`src/rtl/result_bcd_converter.sv`:
```
// Sequential double-dabble converter: 9-bit subtractor/adder result to sign + three BCD digits.
// One shift per clock; a start in IDLE yields a one-cycle done pulse ten edges later.
module result_bcd_converter #(
  parameter bit SIGNED_IN = 1'b1
) (
  input  logic       clk,
  input  logic       reset,
  input  logic       start,
  input  logic [8:0] result,
  output logic       busy,
  output logic       done,
  output logic       neg,
  output logic [3:0] hundreds,
  output logic [3:0] tens,
  output logic [3:0] ones
);

  typedef enum logic [1:0] {IDLE, SHIFT, DONE} state_t;

  state_t      state_reg;
  logic [11:0] scratch_reg;
  logic [8:0]  mag_reg;
  logic [3:0]  count_reg;
  logic        neg_r_reg;
  logic [11:0] scratch_adj;

  // Add-3 correction on each BCD nibble before it is shifted.
  genvar gi;
  generate
    for (gi = 0; gi < 3; gi++) begin : g_adj
      assign scratch_adj[gi*4 +: 4] = (scratch_reg[gi*4 +: 4] >= 4'd5)
                                      ? scratch_reg[gi*4 +: 4] + 4'd3
                                      : scratch_reg[gi*4 +: 4];
    end
  endgenerate

  always_ff @(posedge clk) begin
    if (reset) begin
      state_reg   <= IDLE;
      scratch_reg <= '0;
      mag_reg     <= '0;
      count_reg   <= '0;
      neg_r_reg   <= 1'b0;
      busy        <= 1'b0;
      done        <= 1'b0;
      neg         <= 1'b0;
      hundreds    <= '0;
      tens        <= '0;
      ones        <= '0;
    end else begin
      case (state_reg)
        IDLE: begin
          done <= 1'b0;
          if (start) begin
            if (SIGNED_IN && result[8]) begin
              neg_r_reg <= 1'b1;
              mag_reg   <= ~result + 9'd1;
            end else begin
              neg_r_reg <= 1'b0;
              mag_reg   <= result;
            end
            scratch_reg <= '0;
            count_reg   <= '0;
            busy        <= 1'b1;
            state_reg   <= SHIFT;
          end
        end
        SHIFT: begin
          {scratch_reg, mag_reg} <= {scratch_adj[10:0], mag_reg, 1'b0};
          count_reg <= count_reg + 4'd1;
          if (count_reg == 4'd8) begin
            state_reg <= DONE;
          end
        end
        DONE: begin
          hundreds  <= scratch_reg[11:8];
          tens      <= scratch_reg[7:4];
          ones      <= scratch_reg[3:0];
          neg       <= neg_r_reg;
          done      <= 1'b1;
          busy      <= 1'b0;
          state_reg <= IDLE;
        end
        default: begin
          state_reg <= IDLE;
          busy      <= 1'b0;
          done      <= 1'b0;
        end
      endcase
    end
  end

endmodule
```
`config.mk`:
```
export PLATFORM = sky130hd
export DESIGN_NAME = result_bcd_converter
export DESIGN_NICKNAME = d
export VERILOG_FILES = /design/src/rtl/result_bcd_converter.sv
export SDC_FILE = /design/constraint.sdc
export NUM_CORES = 1
export LEC_CHECK = 0
export ABC_AREA = 1
export CELL_PAD_IN_SITES_DETAIL_PLACEMENT = 0
export CELL_PAD_IN_SITES_GLOBAL_PLACEMENT = 2
export CORE_MARGIN = 4
export CORE_UTILIZATION = 25
export DETAILED_ROUTE_END_ITERATION = 8
export PLACE_DENSITY = 0.64
export RECOVER_POWER = 100
export SLEW_MARGIN = 10
export SYNTH_ARGS = -nofsm -noshare
export SYNTH_HDL_FRONTEND = slang
export SYNTH_SLANG_ARGS = --single-unit
```
`constraint.sdc`:
```
create_clock -name clk -period 1.7 [get_ports clk]
set_clock_uncertainty 0.15 [all_clocks]
set_input_delay 0.34 -clock clk [delete_from_list [all_inputs] [get_ports clk]]
set_output_delay 0.34 -clock clk [all_outputs]
set_load 0.01 [all_outputs]
```
# [Yosys cells after proc, flatten, opt, wreduce, memory -nomap -nowiden]
# Index checks and enable logic that the tools add are counted.
[word_totals] ff_bits=43 inputBits=12 out_inout_bits=15
[classes] addsub=5 magnitude_cmp=3 eq_ne=5 muxes=17 bitwise=2 reduce_logical=6
[ops] cell="case mux 12 bit (2 select lines)" n=1
[ops] cell="2-to-1 mux 9 bit" n=2
[ops] cell="case mux 9 bit (2 select lines)" n=1
[ops] cell="greater-or-equal comparator 4 x 3 -> 1 bit, second input constant" n=3
[ops] cell="2-to-1 mux 12 bit" n=1
[ops] cell="2-to-1 mux 4 bit" n=3
[ops] cell="adder 9 x 1 -> 9 bit, second input constant" n=1
[ops] cell="NOT 9 bit" n=1
[ops] cell="adder 4 x 2 -> 4 bit, second input constant" n=2
[ops] cell="case mux 4 bit (2 select lines)" n=1
[ops] cell="AND reduction 2 bit" n=4
[ops] cell="adder 4 x 1 -> 4 bit, second input constant" n=1
[ops] cell="equality test 4 bit, second input constant" n=1
[ops] cell="2-to-1 mux 2 bit" n=2
[ops] cell="inequality test 2 bit, second input constant" n=2
[ops] cell="case mux 1 bit (2 select lines)" n=2
[ops] cell="case mux 2 bit (2 select lines)" n=1
[ops] cell="adder 3 x 2 -> 3 bit, second input constant" n=1
[ops] cell="2-to-1 mux 3 bit" n=1
[ops] cell="equality test 2 x 1 -> 1 bit, second input constant" n=1
[ops] cell="equality test 2 bit, second input constant" n=1
[ops] cell="logical NOT 2 bit" n=1
[ops] cell="2-to-1 mux 1 bit" n=2
[ops] cell="nonzero test 2 bit" n=1
[ops] cell="NOT 1 bit" n=1

# [Depth between registers and ports, before layout]
[depth] word_depth=5 depth_mapped=10

# [Worst setup path before layout]
# OpenSTA, ideal clock, no wires.
[synth_timing] kind="register to register" startpoint="register state_reg[0]" endpoint="register scratch_reg[4]" arrival_ps=1088 setup_slack_ps=334 stages_incl_launch_ff=11 path_buffers=1 synth_period_minus_slack_ps=1366 cell_sequence="dfxtp_1 -> inv_2 -> nor2_8 -> inv_4 -> nand2_4 -> inv_4 -> buf_6 -> nand2_1 -> inv_1 -> nor2_1 -> nor2_1"
[synth_via] elab_chain_len=3 word_cells_on_any_way=6 classes_between="eq/ne: 2; mux: 1; reduce/logical: 3"
[synth_lines] item="start: declaration" line_no="20" source="state_t state_reg;"
[synth_lines] item="start signal: assignment" line_no="39" source="state_reg <= IDLE;"
[synth_lines] item="start signal: assignment" line_no="65" source="state_reg <= SHIFT;"
[synth_lines] item="start signal: assignment" line_no="72" source="state_reg <= DONE;"
[synth_lines] item="equality test 2 x 1 -> 1 bit / logical NOT 2 bit (equally long branches)" line_no="51" source="case (state_reg)"
[synth_lines] item="nonzero test 2 bit (no source line) / inequality test 2 bit (equally long branches)"
[synth_lines] item="AND reduction 2 bit (no source line)"
[synth_lines] item="end signal: assignment" line_no="69" source="{scratch_reg, mag_reg} <= {scratch_adj[10:0], mag_reg, 1'b0};"
[synth_lines] item="end: declaration" line_no="21" source="logic [11:0] scratch_reg;"
# Several ways; a longest one is shown, not always the timed one.
# A chain may end at the register's enable or synchronous reset.

# [Worst setup path after layout]
[layout_timing] startpoint="register tens[2]" endpoint="output port tens[2]"
[layout_rtl] item="start: declaration" line_no="14" source="output logic [3:0] tens,"
[layout_rtl] item="start signal: assignment" line_no="77" source="tens <= scratch_reg[7:4];"
# No word-level cell between the ends.

==> results.md <==
* Outcome: finished, final reports clean
* Min setup slack post-route at 0.0432 ns
* Proportion of synthesized area in mux cells at 0%
* DP Area at approximately 2600 µm²
* Starting DRC count in detailed routing at between 40 and 50
* Critical path type: flop to primary output
* First-pass GRT wire length at about 9100 µm
* Die span in x at 100 µm
* Design Area, Final at ~2700 µm²
* DRC viols at 0
* Fin crit share at between 90% and 100%
* Clk sinks at 43
* Mean Syn Cell Area at 7.28 µm²
* H-tree Lvls at 2
* Slew margin rel. at roughly 84%
* GR Util All Layers at 11.4%
* Minimum clock period at roughly 1.7 ns
* Hold WC Path Type: flop to flop
* Area growth, synth to finish at 26.6%
* Post-DRT Antenna Nets at 0
* Synth Area in Compound Gates at a little under a fifth
* Highest metal used: met4
* Clock network power share at about 34%
* Pwr Density at between 700 and 800 nW/µm²
* Vias in the first global route at 1876
* Total gr overflow at 0
* Fmax achieved at around 600 MHz
* Via count at between 1500 and 2000
* CTS tree: built
* Required @ worst endpoint at around 1.2 ns
* Die ar. at approximately 10000 µm²
* DIE HEIGHT at 100 µm
* Worst VDD drop at 0.000240 V
* Net Sw Power at between 0.5 and 0.6 mW
* Syn Inst Count at 292
* Crit path capture type: primary output
* Vias per Instance at roughly 4.4
* Metal2 WL at ~2500 µm
* Internal power at 1.46 mW
* Post-synthesis register bit count at 43
* Clock root buffer: clkbuf_8
* Initial antenna violation count at 0
* WL per Instance at ~12 µm
* Setup violators final at 0
* Core Box Area at ~8300 µm²
* Top Family by Delay on Critical Path: buffers and inverters
* DP Cell Count at approximately 440
* Synthesized area at roughly 2100 µm²
* Num rows at 33
* Post-Synth XOR/XNOR Area at less than 1%
* Synth Warn # at 0
* Leakage Power at 1.12 nW
* Syn Nets at approximately 310
* Crit start category: flop
* PortBufs at 26
* Clock Path Buffers at 2
* CP peak stage delay at 0.54 ns
* Finished Layout Cells at around 440
* Buf/Inv on CP at 1
* Critical path data arrival time at around 1.2 ns
* Max FO, Critical Path at 2
* RSZ-0062 raised after global routing: false
* Met1 WL at 2690 µm
* Flop pwr share at 52.9%
* Largest net degree at the start of global routing at 25
* Placer congestion estimate at 0.723
* Largest register FFs at 12
* Sw Share at between 20% and 30%
* Final core utilization at 32.6%
* Post-Synth Adder-Cell Area at 5.30%
* Fin. Hold Viols at 0
* Critical Path, Cell by Cell: clkdlybuf4s50_1
* CTS Buf Count at 5
* Post-synth cell types at 30
* Worst-Skew Late Latency at roughly 0.3 ns
* WL final at ~5400 µm
* Initial Util at 25.7%
* I/O pin cnt at 27
* Nets@finish at 359
* Clock slew at the register clock pins of the worst setup and hold paths at around 0.070 ns
* DR pass1 iterations at 4
* N_diodes at 0
* Max cap viols at 0
* Slowest cell on the critical path: clkdlybuf4s50_1
* Worst slack, placed at -0.121 ns
* Met3 WL at just over 100 µm
* Simple-gate share of the synthesized area at 24.0%
* Slew Viols, Final at 0
* Post-CTS Setup Bufs at 0
* Comb pwr share at roughly an eighth
* Largest family of logic cells by synthesized area: simple AND/OR/NAND/NOR gates
* Share of layout cells above drive strength 1 at between 10% and 20%
* Sequential fraction of the synthesis area at 40.5%
* DP HPWL at ~4000 µm
* Pin slew with the least headroom to its limit at 0.237 ns
layout by cell type, fill, tap and decap left out, drive strengths merged, types with 2 or more instances in the layout:
| master | Yosys | routed |
|---|---|---|
| clkdlybuf4s50 | 0 | 13 |
| xor2 | 2 | 2 |
| clkbuf | 5 | 10 |
| clkinv | 1 | 2 |
| nand2 | 56 | 56 |
| inv | 42 | 42 |
| o21ai | 26 | 26 |
| nor3 | 2 | 2 |
| a21oi | 38 | 38 |
| clkdlybuf4s25 | 0 | 10 |
| nor2 | 24 | 24 |
| o211ai | 3 | 3 |
| buf | 6 | 21 |
| nand4 | 5 | 5 |
| dfxtp | 43 | 43 |
| o21a | 2 | 2 |
| a21boi | 2 | 2 |
| ha | 9 | 9 |
| nand3 | 23 | 23 |
per-stage QoR:
stage               hold slack [ns]  power, mW  setup TNS [ns]
global route                  0.361       2.09               0
global placement              0.299       1.35          -0.472
floorplan                     0.289       1.23               0
CTS                           0.322       2.04               0
finish                        0.314       1.98               0
detailed placement            0.310       1.34          -0.402
metal layers:
metal	global-route usage (%)	vias up
met5	0	-
met4	4.04	0
met3	2.36	6
met2	17.9	13
met1	15.6	869
li1	-	1043
repair_timing:
action / CTS / global route
setup endpoints to repair: 1 / 11
resized for setup: 1 / 11
hold buffers: 0 / 0
cloned: 0 / 0
cells in the mapped netlist (all sizes together):
cell type / instances / area share [%]
nand3: 23 / 6.0
ha: 9 / 5.3
nand4: 5 / 1.5
a21oi: 38 / 9.0
a21boi: 2 / 0.71
buf: 6 / 2.0
clkinv: 1 / 0.18
nor2: 24 / 5.5
o32ai: 1 / 0.41
o21a: 2 / 0.71
o211ai: 3 / 1.3
nand2: 56 / 10
a22oi: 1 / 0.35
clkbuf: 5 / 0.94
dfxtp: 43 / 41
xor2: 2 / 0.82
nand3b: 1 / 0.35
nor3: 2 / 0.47
inv: 42 / 7.7
o21ai: 26 / 6.1
path summary, 6_finish.rpt:
check / depth (start not counted) / slack (ns) / startpoint / endpoint
max: 1 / 0.04 / tens[2] / tens[2]
min: 2 / 0.31 / mag_reg[0] / mag_reg[0]
max reg2reg: 5 / 0.17 / state_reg[1] / tens[1]
min reg2reg: 2 / 0.31 / mag_reg[0] / mag_reg[0]
power by group through the flow:
stage	logic, mW	clock network [mW]	registers [mW]
global placement	0.275	0	1.07
CTS	0.272	0.718	1.05
global route	0.295	0.744	1.05
finish	0.256	0.675	1.05
detailed placement	0.271	0	1.07
floorplan	0.159	0	1.07
logic make-up (layout without fill, tap and decap cells):
kind of cell / count (synthesis) / after routing
AO/OA/AOI/OAI: 73 / 73
AND/OR/NAND/NOR: 111 / 111
flip-flops: 43 / 43
buffers and inverters: 54 / 100
XOR/XNOR: 2 / 2
adder cells (fa/ha/maj): 9 / 9
cell type report:
type / instances / area [µm²]
multi-input cells: 195 / 1020
inverters: 43 / 166
clock buffers: 6 / 82.6
fillers: 914 / 5570
flip-flops and latches: 43 / 861
well taps: 105 / 131
clock inverters: 1 / 5.00
repair buffers: 50 / 423
Power figures use the tool's default switching activity.
